$ cat config.mk
export PLATFORM = sky130hd
export DESIGN_NAME = fifo_seq
export DESIGN_NICKNAME = d
export VERILOG_FILES = /design/src/rtl/fifo_seq.sv
export SDC_FILE = /design/constraint.sdc
export NUM_CORES = 1
export LEC_CHECK = 0
export CAP_MARGIN = 0
export CORE_AREA = 2 2 106 108
export DETAILED_ROUTE_END_ITERATION = 8
export DIE_AREA = 0 0 108 110
export GPL_ROUTABILITY_DRIVEN = 0
export PLACE_DENSITY = 0.64
export REMOVE_ABC_BUFFERS = 1
export SKIP_LAST_GASP = 1
export SLEW_MARGIN = 30
export SYNTH_ARGS = -nofsm -noshare
export SYNTH_HDL_FRONTEND = slang
export SYNTH_SLANG_ARGS = --single-unit
$ cat constraint.sdc
create_clock -name clk -period 2.7 [get_ports clk]
set_input_delay 0.405 -clock clk [delete_from_list [all_inputs] [get_ports clk]]
set_output_delay 0.405 -clock clk [all_outputs]
set_load 0.01 [all_outputs]
$ cat src/rtl/fifo_seq.sv
`default_nettype none
// ============================================================================
//  Module   : fifo_seq
//  Purpose  : Valid/ready handshake sequencer for an external DEPTH-stage
//             delay buffer (shift on en, all stages clear on reset). Drives
//             the buffer's shift enable and input data. A valid-bit shadow
//             register mirrors which stages hold live items. Applies
//             backpressure, and on a flush request pushes zeros in until
//             every live item has left the line.
//  Revision : 1.0  initial release
// ----------------------------------------------------------------------------
//  Parameters
//    DEPTH     stage count of the controlled delay buffer (>= 2)
//    BITS      data width
//  Ports
//    clk       clock, rising edge
//    rst_n     asynchronous active-low reset, shared with the buffer
//    in_valid  producer has data
//    in_data   producer data
//    in_ready  controller accepts in_data this cycle
//    flush     single-cycle request to drain all valid entries
//    fifo_en   shift enable to the buffer
//    fifo_d    data to the buffer input stage
//    fifo_q    buffer output (oldest stage)
//    out_valid oldest stage holds a valid item
//    out_ready consumer can take an item
//    out_data  item presented to the consumer (= fifo_q)
//    out_fire  item transferred to the consumer this cycle
//    count     number of valid items in the line
//    busy      controller is not idle
//    done      one-cycle pulse when a flush completes
// ============================================================================
module fifo_seq #(
    parameter int DEPTH = 8,
    parameter int BITS  = 64
) (
    input  logic                         clk,
    input  logic                         rst_n,
    input  logic                         in_valid,
    input  logic [BITS-1:0]              in_data,
    output logic                         in_ready,
    input  logic                         flush,
    output logic                         fifo_en,
    output logic [BITS-1:0]              fifo_d,
    input  logic [BITS-1:0]              fifo_q,
    output logic                         out_valid,
    input  logic                         out_ready,
    output logic [BITS-1:0]              out_data,
    output logic                         out_fire,
    output logic [$clog2(DEPTH+1)-1:0]   count,
    output logic                         busy,
    output logic                         done
);

    localparam int c_CNT_W = $clog2(DEPTH+1);

    typedef enum logic [1:0] {
        S_IDLE  = 2'd0,
        S_RUN   = 2'd1,
        S_FLUSH = 2'd2
    } state_t;

    state_t               r_state;
    logic [DEPTH-1:0]     r_vld;     // bit i set: buffer stage i holds a live item
    logic [c_CNT_W-1:0]   r_count;
    logic                 r_done;

    logic                 w_slot_free;
    logic                 w_in_fire;
    logic                 w_vld_in;
    logic [c_CNT_W-1:0]   w_cnt_next;
    logic                 w_cnt_zero;

    // ------------------------------------------------------------------
    // Handshake and shift control
    // ------------------------------------------------------------------
    // The oldest stage may only be overwritten by a shift when it is empty
    // or the consumer is taking it this cycle.
    assign out_valid   = r_vld[DEPTH-1];
    assign w_slot_free = !out_valid || out_ready;

    always_comb begin
        in_ready = 1'b0;
        case (r_state)
            S_IDLE:  in_ready = 1'b1;
            S_RUN:   in_ready = w_slot_free;
            S_FLUSH: in_ready = 1'b0;
            default: in_ready = 1'b0;
        endcase
    end

    assign w_in_fire = in_valid && in_ready;

    // Outside FLUSH the line only moves when a new item enters, so the
    // oldest item waits at the output until the producer pushes again.
    // In FLUSH the line advances whenever the output slot allows it,
    // feeding zero-valued bubbles in behind the live items.
    assign fifo_en  = (r_state == S_FLUSH) ? w_slot_free : w_in_fire;

    // Gated so the buffer input is quiet (zero) whenever nothing is pushed;
    // this also gives fifo_d its zero reset value and zero fill during FLUSH.
    assign fifo_d   = w_in_fire ? in_data : '0;

    assign out_fire = fifo_en && out_valid;
    assign out_data = fifo_q;

    // in_fire is already 0 in FLUSH; the explicit state term documents that
    // flush fill never marks a stage valid.
    assign w_vld_in = w_in_fire && (r_state != S_FLUSH);

    // in_fire and out_fire can both be set only when the line moves, so the
    // count stays within [0, DEPTH] without saturation logic.
    always_comb begin
        w_cnt_next = r_count;
        if (w_in_fire && !out_fire) begin
            w_cnt_next = r_count + c_CNT_W'(1);
        end else if (out_fire && !w_in_fire) begin
            w_cnt_next = r_count - c_CNT_W'(1);
        end
    end

    assign w_cnt_zero = (w_cnt_next == '0);

    // ------------------------------------------------------------------
    // State, shadow register, count and completion pulse
    // ------------------------------------------------------------------
    always_ff @(posedge clk or negedge rst_n) begin
        if (!rst_n) begin
            r_state <= S_IDLE;
            r_vld   <= '0;
            r_count <= '0;
            r_done  <= 1'b0;
        end else begin
            r_done  <= 1'b0;
            r_count <= w_cnt_next;

            if (fifo_en) begin
                r_vld <= {r_vld[DEPTH-2:0], w_vld_in};
            end

            case (r_state)
                S_IDLE, S_RUN: begin
                    if (flush) begin
                        // An item accepted alongside the flush request is
                        // drained with the rest; nothing left means the
                        // flush is complete immediately.
                        if (w_cnt_zero) begin
                            r_state <= S_IDLE;
                            r_done  <= 1'b1;
                        end else begin
                            r_state <= S_FLUSH;
                        end
                    end else if (w_cnt_zero) begin
                        r_state <= S_IDLE;
                    end else begin
                        r_state <= S_RUN;
                    end
                end
                S_FLUSH: begin
                    // Further flush requests are ignored here.
                    if (w_cnt_zero) begin
                        r_state <= S_IDLE;
                        r_done  <= 1'b1;
                    end
                end
                default: begin
                    r_state <= S_IDLE;
                end
            endcase
        end
    end

    assign count = r_count;
    assign busy  = (r_state != S_IDLE);
    assign done  = r_done;

endmodule
`default_nettype wire

# --- Word level (Yosys, flattened, before mapping) ---
# Index checks and enable logic that the tools add are counted.
op_classes:
  addsub: 2
  n_eq_ne: 4
  mux: 13
  n_reduce_logical: 13
op_table:
  columns: ["operator", "count"]
  rows:
  - ["2-to-1 mux 64 bit", 1]
  - ["2-to-1 mux 4 bit", 2]
  - ["2-to-1 mux 2 bit", 3]
  - ["logical AND 1 bit", 5]
  - ["adder 4 x 1 -> 4 bit (second input constant)", 1]
  - ["logical NOT 4 bit", 1]
  - ["2-to-1 mux 1 bit", 4]
  - ["!= test 2 bit (second input constant)", 2]
  - ["one-hot mux 1 bit (2 select lines)", 2]
  - ["one-hot mux 2 bit (2 select lines)", 1]
  - ["subtractor 4 x 1 -> 4 bit (second input constant)", 1]
  - ["logical NOT 1 bit", 3]
  - ["== test 2 x 1 -> 1 bit (second input constant)", 1]
  - ["== test 2 bit (second input constant)", 1]
  - ["logical NOT 2 bit", 1]
  - ["nonzero test 2 bit", 1]
  - ["OR reduction 2 bit", 1]
  - ["logical OR 1 bit", 1]
totals:
  reg_bits: 15
  input_bits: 133
  output_inout_bits: 138
  word_cells: 36

# --- Longest topological paths before layout ---
logic_depth:
  word_depth: 13
  ltp_mapped: 8
  ltp_nobuf: 7

# --- Least setup slack after synthesis ---
# No wires, ideal clock.
synth_path:
  path_kind: "register to output"
  startpoint: "register r_vld[7]"
  endpoint: "output fifo_d[23]"
  t_arrival_ps: 1591
  required_time_ps: 2295
  setup_slack_ps: 704
  stages_incl_launch_ff: 6
  n_path_buf: 2
  cell_sequence: "dfrtp_1 -> and3b_1 -> nor2_1 -> clkbuf_1 -> clkbuf_1 -> and2_1"
synth_between:
  elab_chain_cells: 5
synth_lines:
  columns: ["item", "line_no", "source"]
  rows:
  - ["start, declared", "64", "logic [DEPTH-1:0] r_vld;"]
  - ["start signal, assigned", "138", "r_vld <= {r_vld[DEPTH-2:0], w_vld_in};"]
  - ["logical NOT 1 bit", "80", "assign w_slot_free = !out_valid || out_ready;"]
  - ["logical OR 1 bit", "80", null]
  - ["one-hot mux 1 bit (2 select lines)", "84", "case (r_state)"]
  - ["logical AND 1 bit", "92", "assign w_in_fire = in_valid && in_ready;"]
  - ["2-to-1 mux 64 bit", "102", "assign fifo_d = w_in_fire ? in_data : '0;"]
  - ["end, declared", "44", "output logic [BITS-1:0] fifo_d,"]
# Every way passes these cells.

# --- Worst setup path in the final report ---
layout_path:
  startpoint: "input out_ready"
  endpoint: "output fifo_d[58]"
layout_between:
  elab_chain_cells: 4
layout_lines:
  columns: ["item", "line_no", "source"]
  rows:
  - ["start, declared", "47", "input logic out_ready,"]
  - ["logical OR 1 bit", "80", null]
  - ["one-hot mux 1 bit (2 select lines)", "84", null]
  - ["logical AND 1 bit", "92", null]
  - ["2-to-1 mux 64 bit", "102", null]
# Every way passes these cells.

==> flow_metrics.env <==
export IMPL_cts_tree="done"
export IMPL_maxCapViolCount=0
export IMPL_multi_input_area_sq_um=830.8
export IMPL_grt_pass1_wl_microns=14030
export IMPL_cp_common_cell="clkdlybuf4s50_1"
export IMPL_worst_path_buf_inv=4
export IMPL_gr_total_overflow=0
export IMPL_layout_common_cells="142 x clkdlybuf4s50_1, 65 x and2_1, 15 x dfrtp_1, 7 x mux2_2, 6 x nand2_1"
export IMPL_cp_required_ns=2.30
export IMPL_grt_max_degree=68
export IMPL_clk_latency_ns=0.25
export IMPL_first_pass_iters=4
export IMPL_fillers=1126
export IMPL_initial_core_util_pct=16.29
export IMPL_slew_viol_final=0
export IMPL_slew_headroom_pct=54.34
export IMPL_crit_chain="clkdlybuf4s50_1 -> and3b_1 -> nor2_4 -> buf_12 -> buf_8 -> and2_1 -> clkdlybuf4s50_1"
export IMPL_die_x_microns=108
export IMPL_worst_slack_ns=0.07811
export IMPL_synthCells=213
export IMPL_reg2reg_slack_ns=0.79
export IMPL_yosysWarnings=0
export IMPL_die_area_sq_um=11880
export IMPL_area_growth_pct=71.86
export IMPL_vdd_drop_max_mv=0.4204
export IMPL_rsz0062_at_grt="no"
export IMPL_finalHoldViolCount=0
export IMPL_drt_initial_drc_count=66
export IMPL_core_sq_um=10700
export IMPL_row_count=38
export IMPL_cp_top_family="buffers and inverters"
export IMPL_power_density_nw_per_um2=644.8
export IMPL_path_class="in -> out"
export IMPL_vias=1796
export IMPL_ys_ff_latch=15
export IMPL_layout_min_cycle_time_ns=2.622
export IMPL_wl_per_cell_microns=28.17
export IMPL_fp_dieH_microns=110
export IMPL_synth_ff_type="dfrtp_1"
export IMPL_wirelength_microns=12200
export IMPL_critPathMaxFanout=16
export IMPL_setup_viol=0
export IMPL_yosysSeqAreaShare_pct=21.54
export IMPL_fmax_mhz=381.4
export IMPL_clockBufferDepth=2
export IMPL_area_sequential_sq_um=375.4
export IMPL_antenna_found_initial=0
export IMPL_numPortBuffers=142
export IMPL_worstSetupEndpointType="output port"
export IMPL_synth_avg_cell_area_sq_um=8.183
export IMPL_n_antenna_cell=0
export IMPL_status="complete, no violations"
export IMPL_hold_buffers=0
export IMPL_stdcell_count=433
export IMPL_dp_hpwl_microns=10590
export IMPL_nets=429
export IMPL_worst_pin_slew_ns=0.6828
export IMPL_slowest_stage="clkdlybuf4s50_1"
export IMPL_grt_total_usage_pct=18.12
export IMPL_drive_gt1_share_pct=9.215
export IMPL_synth_cell_types=34
export IMPL_detail_route_vias_per_cell=4.148
export IMPL_dp_cells=425
export IMPL_path_clk_slew_ns=0.07
export IMPL_synth_edf_count=0
export IMPL_critPathArrivalTime_ns=2.22
export IMPL_preCtsSetupSlack_ns=0.09147
export IMPL_p_leak_nw=1.167
export IMPL_clock_sinks=15
export IMPL_async_flop_share_pct=100.0
export IMPL_drcViolationCount=0
export IMPL_clock_skew_ns=0.005067
export IMPL_cts_inserted_buffers=3
export IMPL_grt_pass1_vias=1586
export IMPL_hold_class="reg -> reg"
export IMPL_ios=271
export IMPL_holdWs_ns=0.5019
export IMPL_final_common_cell="clkdlybuf4s50_1"
export IMPL_htreeDepth=1
export IMPL_netlist_area_sq_um=1743
export IMPL_cts_root_buf="clkbuf_8"
export IMPL_drtAntennaViolNets=0
export IMPL_fin_crit_sh_pct=97.11
export IMPL_critPathMaxStageDelay_ns=0.54
export IMPL_critPathLaunchType="input pin"
sequential cells by signal (all words and copies together) (netlist names):
name and flops:
count 4, done 1, r_state 2, r_vld 8
cell type report:
type | instances | area share, %
inverter | 5 | 0.6266
clock buffer | 3 | 1.378
timing repair buffer | 150 | 51.71
sequential | 15 | 12.53
clock inverter | 1 | 0.1671
multi-input combinational | 119 | 27.74
tap | 140 | 5.848
synthesized netlist by cell type (2+ instances only):
library cell | instances | area [sq um]
nor4_1 | 3 | 18.77
nor2_1 | 6 | 22.52
nand2_1 | 6 | 22.52
xnor2_1 | 2 | 17.52
buf_4 | 64 | 480.5
dfrtp_1 | 15 | 375.4
a21oi_1 | 5 | 25.02
o21ai_0 | 2 | 10.01
clkbuf_1 | 9 | 33.78
inv_1 | 5 | 18.77
mux2_2 | 7 | 78.83
ha_1 | 2 | 25.02
nor3b_1 | 2 | 15.01
and2_1 | 65 | 406.6
worst register-to-register path, stage by stage, from the launching register on:
cell	delay, ns
dfrtp_1	0.48
nand2b_4	0.23
or4_4	0.50
a221oi_4	0.29
a31oi_2	0.09
a211oi_2	0.23
per-layer routing:
| layer | routed length, microns | GRT usage, % |
|---|---|---|
| met1 | 2864 | 11.42 |
| met2 | 6290 | 33.33 |
| met3 | 2835 | 20.52 |
| met4 | 127 | 3.205 |
| met5 | 77 | 5.357 |
stage by stage:
step	TNS (ns)	instance area (sq um)	util (%)	power [mW]
final	0	2995	28.00	1.931
after global routing	0	2995	28.00	2.078
after CTS	0	2910	27.20	1.869
after detailed placement	0	2864	26.77	1.676
after global placement	0	2864	26.77	1.653
after floorplan	-15.94	1217	-	1.022
power breakdown:
| group | internal, mW | switching (mW) |
|---|---|---|
| sequential | 0.328 | 0.107 |
| clock | 0.102 | 0.0840 |
| combinational | 0.755 | 0.556 |
timing repair:
item / 4_1_cts / 5_1_grt
setup buffers: 0 / 1
setup endpoints to repair: 0 / 4
gates resized for setup: 0 / 1
cells by family after synthesis:
| logic type | count (synthesis) | synth area share (%) |
|---|---|---|
| adder cells (fa/ha/maj) | 2 | 1.436 |
| XOR/XNOR | 2 | 1.005 |
| multiplexers | 8 | 5.097 |
| AO/OA/AOI/OAI | 14 | 6.605 |
| flip-flops | 15 | 21.54 |
| AND/OR/NAND/NOR | 93 | 33.09 |
| buffers and inverters | 79 | 31.23 |
worst paths after layout:
path,start,to,depth (start not counted)
max in group asynchronous,rst_n,count[3],1
min,r_vld[1],r_vld[2],1
max,out_ready,fifo_d[58],7
max reg2reg,r_state[1],r_state[0],5
min in group asynchronous,rst_n,r_vld[3],1
min reg2reg,r_vld[1],r_vld[2],1
(Power assumes the default switching activity.)
